## config.mk

```make
export PLATFORM = sky130hd
export DESIGN_NAME = volume_shifter
export DESIGN_NICKNAME = d
export VERILOG_FILES = /design/src/rtl/volume_shifter.sv
export SDC_FILE = /design/constraint.sdc
export NUM_CORES = 1
export LEC_CHECK = 0
export ABC_AREA = 1
export CAP_MARGIN = 20
export CORE_ASPECT_RATIO = 0.7
export CORE_MARGIN = 10
export CORE_UTILIZATION = 53
export DETAILED_ROUTE_END_ITERATION = 10
export PLACE_DENSITY = 0.84
export RECOVER_POWER = 25
export SYNTH_ARGS = -nofsm -noshare
export SYNTH_HDL_FRONTEND = slang
export SYNTH_SLANG_ARGS = --single-unit
```

## constraint.sdc

```tcl
create_clock -name clk -period 2.97 [get_ports clk]
set_input_delay 0.297 -clock clk [delete_from_list [all_inputs] [get_ports clk]]
set_output_delay 0.297 -clock clk [all_outputs]
set_load 0.005 [all_outputs]
```

## src/rtl/volume_shifter.sv

```systemverilog
// Registered power-of-two volume stage: 8-bit sample in, 16-bit scaled sample out.
// The applied gain (cur_vol) ramps one code at a time toward the requested volume.
module volume_shifter #(
    parameter bit          RAMP_EN  = 1'b1,
    parameter int unsigned RAMP_DIV = 1
) (
    input  logic        clk,
    input  logic        rst,
    input  logic [7:0]  audio_in,
    input  logic [3:0]  volume,
    input  logic        enable_volume,
    output logic [15:0] audio_out
);

    localparam int CNT_W = (RAMP_DIV > 1) ? $clog2(RAMP_DIV) : 1;
    localparam logic [CNT_W-1:0] CNT_RELOAD = CNT_W'(RAMP_DIV - 1);

    logic [3:0]       cur_vol;
    logic [3:0]       cur_vol_nxt;
    logic [CNT_W-1:0] div_cnt;
    logic [CNT_W-1:0] div_cnt_nxt;
    logic [15:0]      full;
    logic [3:0]       shamt;
    logic [15:0]      scaled;

    // Divider is a down-counter; a step fires on terminal count, and it is parked
    // at zero while settled so the first step after a new target is immediate.
    always_comb begin
        cur_vol_nxt = cur_vol;
        div_cnt_nxt = div_cnt;
        if (!RAMP_EN) begin
            cur_vol_nxt = volume;
            div_cnt_nxt = '0;
        end else if (cur_vol == volume) begin
            div_cnt_nxt = '0;
        end else if (div_cnt == '0) begin
            cur_vol_nxt = (cur_vol < volume) ? cur_vol + 4'd1 : cur_vol - 4'd1;
            div_cnt_nxt = CNT_RELOAD;
        end else begin
            div_cnt_nxt = div_cnt - 1'b1;
        end
    end

    always_comb begin
        full   = {audio_in, 8'h00};
        shamt  = 4'd15 - cur_vol;
        scaled = enable_volume ? (full >> shamt) : full;
    end

    always_ff @(posedge clk or negedge rst) begin
        if (!rst) begin
            cur_vol   <= 4'd0;
            div_cnt   <= '0;
            audio_out <= 16'h0000;
        end else begin
            cur_vol   <= cur_vol_nxt;
            div_cnt   <= div_cnt_nxt;
            audio_out <= scaled;
        end
    end

endmodule

```

==> metrics, run 1 <==
DR WL met2 around 1600 um; Ys Warns 0; most common cell after layout, fill and taps aside nand2_1; PwrDens roughly 1000 mW/mm2; unrepaired setup endpoints after global routing no; first-pass GRT wire length about 6000 um; CTS tree built; DIE AREA 0.004972 mm2; clock share of power 0.129; Synth area leader dfrtp_1; wire per inst ~15 um; Via density around 5.4; Post-CTS Setup Bufs 0; largest net degree at the start of global routing 21; Tot Pwr between 1.5 and 2 mW; Post-Syn Area around 0.0013 mm2; wire length on met3 334 um; Worst Max-Slew Pin Slew about 900 ps; vias in the first global route 1269; Gate Count Post-Synth 183; Max Cap Violations 0; #FFs+latches synth 20; CTS buffer count 3; sequential element share of the synthesized area 0.3735; fill count between 200 and 250; CP required 3190 ps; multi-input logic area about 700 um2; DP Area ~0.0017 mm2; internal power ~950 uW; Final Cycle Share 0.7863; # DRC 0; Comb pwr share 0.636; ANT nets after route 0; Post-Synth Adder-Cell Area 0.07096; leak pwr approximately 0.90 nW; largest family of logic cells by synthesized area simple AND/OR/NAND/NOR gates; Max IR drop VDD between 0.6 and 0.7 mV; fin area 0.001709 mm2; Area Overhead vs Synth 27.54%; post-synth cell types 21; Syn Nets 205; clock transition at the registers of the reported paths around 120 ps; Final Hold Vio Count 0; Compound-Gate Fraction of Synth Area 0.09804; CP Capture Type flop; Root Buffer clkbuf_4; FP Rows 15; final setup TNS 0 ps; Worst Clk Skew approximately 4.9 ps; Detailed Place HPWL between 2000 and 3000 um; Post-Synth XOR/XNOR Area 0.01307; die height about 62 um; min cycle time layout roughly 2300 ps; CTS resizes 0; Longest Clk Path Bufs 2; iteration count of the initial detailed-routing pass 5; die width 80.10 um; I/O pin count 31; clock latency on the worst-skew pair 320 ps; NetSw ~840 uW; Setup CP Type reg2reg; DR vias approximately 1.3k; Critical Path Source Type flop; outcome finished, final reports clean; Avg Inst Size Synth about 7.3 um2; mux cell area share after synthesis 0; share of layout cells above drive strength 1 0.09813; CTS Sinks 20; Synth top area share 0.3735; Seq. cell area between 500 and 600 um2; share of power burned in registers 0.235; crit-path max FO 7; final max-slew violation count 0; RR Startpoint cur_vol[3]$_DFFE_PN0N_; fin worst setup slack 634.8 ps; Area contributors post-synth dfrtp_1 (37%), nand2_1 (18%), nand3_1 (10%); DR top layer met4; Synth Area in Simple Gates 0.3408; Initial DRC Count 140; antenna cell count 0; worst slack, placed around 390 ps; Routed WL ~3700 um; GRT Resource Usage Total 0.1554; area of the core approximately 0.0024 mm2; fin nets between 200 and 250; Metal-1 WL around 1700 um; setup violators final 0; Hold Path Class in2async; most frequent cells in the layout nand2_1 (63), clkdlybuf4s50_1 (29), nand3_1 (28); Critical Path AT roughly 2600 ps; initial antenna violation count 0; H-tree Lvls 1; total congestion overflow 0; Initial Util 0.5492; Max Freq roughly 0.43 GHz; Slew headroom 0.4013; Port Buffers 30; worst reg2reg path endpoint cur_vol[3]$_DFFE_PN0N_; sw frac 0.4676; cts-stage hold buffer count 0; Final GP Congestion 0.8874; reg2reg path depth 12; R2R setup slack roughly 630 ps; hold_ws ~530 ps
## power by group through the flow
stage,registers [mW],logic (mW),clock network [mW]
finish,0.419,1.14,0.231
global placement,0.420,1.08,0
global route,0.430,1.27,0.251
detailed placement,0.425,1.12,0
floorplan,0.434,0.766,0
CTS,0.419,1.12,0.233
## metrics by stage
step           utilization  std cells
2_1_floorplan            -        183
3_3_place_gp        0.6790        244
3_5_place_dp        0.6790        244
4_1_cts             0.7005        248
5_1_grt             0.7005        248
6_report            0.7005        248
## Yosys cell counts
cell	count
nand2_2	2
buf_6	3
nor2_1	7
a21oi_1	2
nand4_1	3
clkbuf_2	1
nor2_2	2
nand2_1	63
o211ai_2	5
dfrtp_1	20
nand3_1	28
o21ai_1	5
inv_1	21
ha_1	6
o21ai_0	5
nand3_2	1
o21ai_2	1
inv_2	3
fa_1	1
buf_2	2
xor2_1	2
## critical path, stage by stage, from the launching register on
cell and delay (ps):
dfrtp_1 500, ha_1 340, a21oi_1 210, nand2_1 170
ha_1 350, nand2_1 90, nand2_1 50, nor2_1 150
inv_1 60, nand2_1 90, nand3_1 80, nand2_1 90
nand2_1 60
## layout make-up
cell class / count / share of cell area
Multi-Input combinational cell: 133 / 0.4100
Sequential cell: 20 / 0.2928
Timing Repair Buffer: 33 / 0.1889
Inverter: 24 / 0.05271
Tap cell: 34 / 0.02489
Clock inverter: 1 / 0.01757
Clock buffer: 3 / 0.01318
## worst max path at each step
stage	startpoint	endpoint	cells after the start
floorplan	cur_vol[0]$_DFFE_PN0N_	cur_vol[3]$_DFFE_PN0N_	17
global placement	volume[3]	cur_vol[3]$_DFFE_PN0N_	14
detailed placement	volume[3]	cur_vol[3]$_DFFE_PN0N_	14
CTS	cur_vol[3]$_DFFE_PN0N_	cur_vol[3]$_DFFE_PN0N_	12
global route	cur_vol[2]$_DFFE_PN0N_	cur_vol[3]$_DFFE_PN0N_	15
finish	cur_vol[3]$_DFFE_PN0N_	cur_vol[3]$_DFFE_PN0N_	12
## logic make-up after synthesis
| family | Yosys count |
|---|---|
| and+or+nand+nor | 106 |
| buffers and inverters | 30 |
| DFF | 20 |
| AOI/OAI and AO/OA | 18 |
| adders and majority gates | 7 |
| xor gates and xnor gates | 2 |
## flip-flops by register name, summed over array words and instances (netlist names)
name / count
audio_out: 16
cur_vol: 4
## layer usage
metal | vias up | GRT usage
met4 | 0 | 0.04000
met5 | - | 0
met1 | 611 | 0.2137
li1 | 648 | -
met3 | 5 | 0.03017
met2 | 67 | 0.2440
No activity file was read; power rests on OpenSTA's default activity.
==> inputs of run 2 (changes only) <==
- CORE_UTILIZATION: 53 -> 45
- PLACE_DENSITY: 0.84 -> 0.76
- clock period: 2.97 -> 2 ns (I/O delays scaled with it)
==> metrics, run 2 (synthesized netlist as in run 1, its figures left out) <==
Max Cap Violations 0 (unchanged); Slew headroom 0.2815 (-0.1198); Area Overhead vs Synth 41.18%; die height 65.66 um (+5.8%); Critical Path AT 2150 ps (-410 ps); Final Hold Vio Count 0 (unchanged); Root Buffer clkbuf_8; first-pass GRT wire length 6203 um (+3.3%); Hold Path Class in2reg; Comb pwr share 0.667 (+0.031); Final GP Congestion 0.9257 (+4.3%); Port Buffers 30 (unchanged); H-tree Lvls 1 (unchanged); antenna cell count 0 (unchanged); NetSw 1.359 mW (+63%); DIE AREA 0.005595 mm2 (+13%); fill count 223 (+6.2%); CP Capture Type flop; max FFs per register 16 (unchanged); Max Freq slightly below 0.5 GHz; vias in the first global route 1258 (-0.87%); fin nets 247 (+4.2%); Routed WL 3888 um (+4.3%); fin cells 260 (+4.8%); PwrDens 1618 mW/mm2 (+55%); final setup TNS -10.62 ps (-10.62 ps); Top reg by flops audio_out; I/O pin count 31 (unchanged); Via density 5.277 (-1.7%); total congestion overflow 0 (unchanged); most frequent cells in the layout nand2_1 (59), nand3_1 (28), clkdlybuf4s50_1 (28); FP Rows 16 (+1); iteration count of the initial detailed-routing pass 4 (-1); clock latency on the worst-skew pair 260 ps (-60 ps); CTS buffer count 3 (unchanged); Longest Clk Path Bufs 2 (unchanged); DR vias 1372 (+3.1%); Worst Max-Slew Pin Slew 1078 ps (+182.6 ps); ANT nets after route 0 (unchanged); clock share of power 0.133 (+0.004); # DRC 0 (unchanged); CP required 2140 ps (-1050 ps); worst hold path cell count 3; Critical Path Source Type primary input; Max IR drop VDD 1.020 mV (+55%); crit-path max FO 4 (-3); GRT Resource Usage Total 0.1346 (-0.02072); most common cell after layout, fill and taps aside nand2_1; reg2reg path depth 14 (+2); Worst Clk Skew 7.463 ps (+2.542 ps); Setup CP Type in2reg; largest net degree at the start of global routing 21 (unchanged); final max-slew violation count 0 (unchanged); top flop regs audio_out: 16 flops, cur_vol: 4 flops; cts-stage hold buffer count 0 (unchanged); Initial Util 0.4747 (-0.07450); min cycle time layout a little over 2000 ps; wire per inst 14.95 um (-0.47%); unrepaired setup endpoints after global routing yes; share of layout cells above drive strength 1 0.1830 (+0.08490); die width 85.23 um (+6.4%); Detailed Place HPWL 2915 um (about the same); Initial DRC Count 150 (+7.1%); clock transition at the registers of the reported paths 80 ps (-40 ps); initial antenna violation count 0 (unchanged); Final Cycle Share 1.005; outcome complete, but fails checks; sw frac 0.4442 (-0.02338); CTS Sinks 20 (unchanged); setup violators final 1 (+1); failing checks negative setup slack; area of the core 0.002823 mm2 (+16%); Cells after DPL 252 (+3.3%); share of power burned in registers 0.201 (-0.034); fin worst setup slack -10.62 ps (-645.4 ps); internal power 1.701 mW (+79%); leak pwr 0.9718 nW (+7.9%); CTS tree built
-- run 2: cell count changes in the layout (fill, tap and decap cells not counted), moves of 3 or more --
cell / before / now
buf_4: 3 / 11
ha_1: 6 / 2
ha_4: 0 / 4
nand2_1: 63 / 59
clkbuf_4: 3 / 0
clkbuf_8: 0 / 3
-- run 2: layout make-up --
cell class	count	area (um2)	area share
multi-input cells	133	784.5	0.4147
flip-flops and latches	20	500.5	0.2646
repair buffers	43	400.4	0.2116
inverters	24	90.09	0.04762
well taps	36	45.04	0.02381
clock buffers	3	41.29	0.02183
clock inverters	1	30.03	0.01587
-- run 2: repair_timing --
item / CTS / global route
pin swaps: 0 / 9
setup buffers: 0 / 5
cloned: 0 / 0
resized for setup: 4 / 13
setup endpoints to repair: 2 / 3
-- run 2: per-stage QoR --
stage	total power [mW]	utilization	instance area (um2)	hold slack, ps	setup slack, ps
3_3_place_gp	2.297	0.6037	1704	559.7	-241.2
6_report	3.060	0.6702	1892	578.4	-10.62
5_1_grt	3.327	0.6702	1892	599.5	-125.7
3_5_place_dp	2.354	0.6037	1704	562.5	-402.3
2_1_floorplan	1.783	-	1340	-95.59	49.94
4_1_cts	2.817	0.6365	1797	273.2	-40.75
-- run 2: worst max-delay path, stage by stage --
cell and delay (ps):
clkdlybuf4s50_1 470, inv_1 70, ha_4 280, nand2_1 60
inv_2 70, nand2_4 60, nand2_4 110, ha_4 210
nand2_1 60, nor2_1 50, nor2_1 140, inv_1 70
nand2_2 80, nand3_1 70, nand2_1 80, nand2_1 60
-- run 2: worst paths after layout --
| check | to | start | slack, ps |
|---|---|---|---|
| hold reg to reg | audio_out[5]$_DFF_PN0_ | cur_vol[3]$_DFFE_PN0N_ | 740 |
| setup / recovery | cur_vol[3]$_DFFE_PN0N_ | volume[3] | -10 |
| min in group asynchronous | cur_vol[2]$_DFFE_PN0N_ | rst | 650 |
| max in group asynchronous | audio_out[9]$_DFF_PN0_ | rst | 700 |
| hold / removal | audio_out[8]$_DFF_PN0_ | audio_in[0] | 580 |
| setup reg to reg | cur_vol[3]$_DFFE_PN0N_ | cur_vol[3]$_DFFE_PN0N_ | 30 |
-- run 2: per-layer routing --
| layer | track usage | up-vias | wire length (um) |
|---|---|---|---|
| met4 | 0.02869 | 0 | 42 |
| met5 | 0 | - | 0 |
| li1 | - | 670 | - |
| met2 | 0.1931 | 78 | 1663 |
| met1 | 0.1857 | 620 | 1781 |
| met3 | 0.05172 | 4 | 401 |
-- run 2: power groups by stage --
stage / Clock, mW / Sequential (mW) / Combinational, mW
floorplan: 0 / 0.645 / 1.14
global placement: 0 / 0.604 / 1.69
detailed placement: 0 / 0.611 / 1.74
CTS: 0.413 / 0.603 / 1.80
global route: 0.430 / 0.628 / 2.27
finish: 0.406 / 0.614 / 2.04
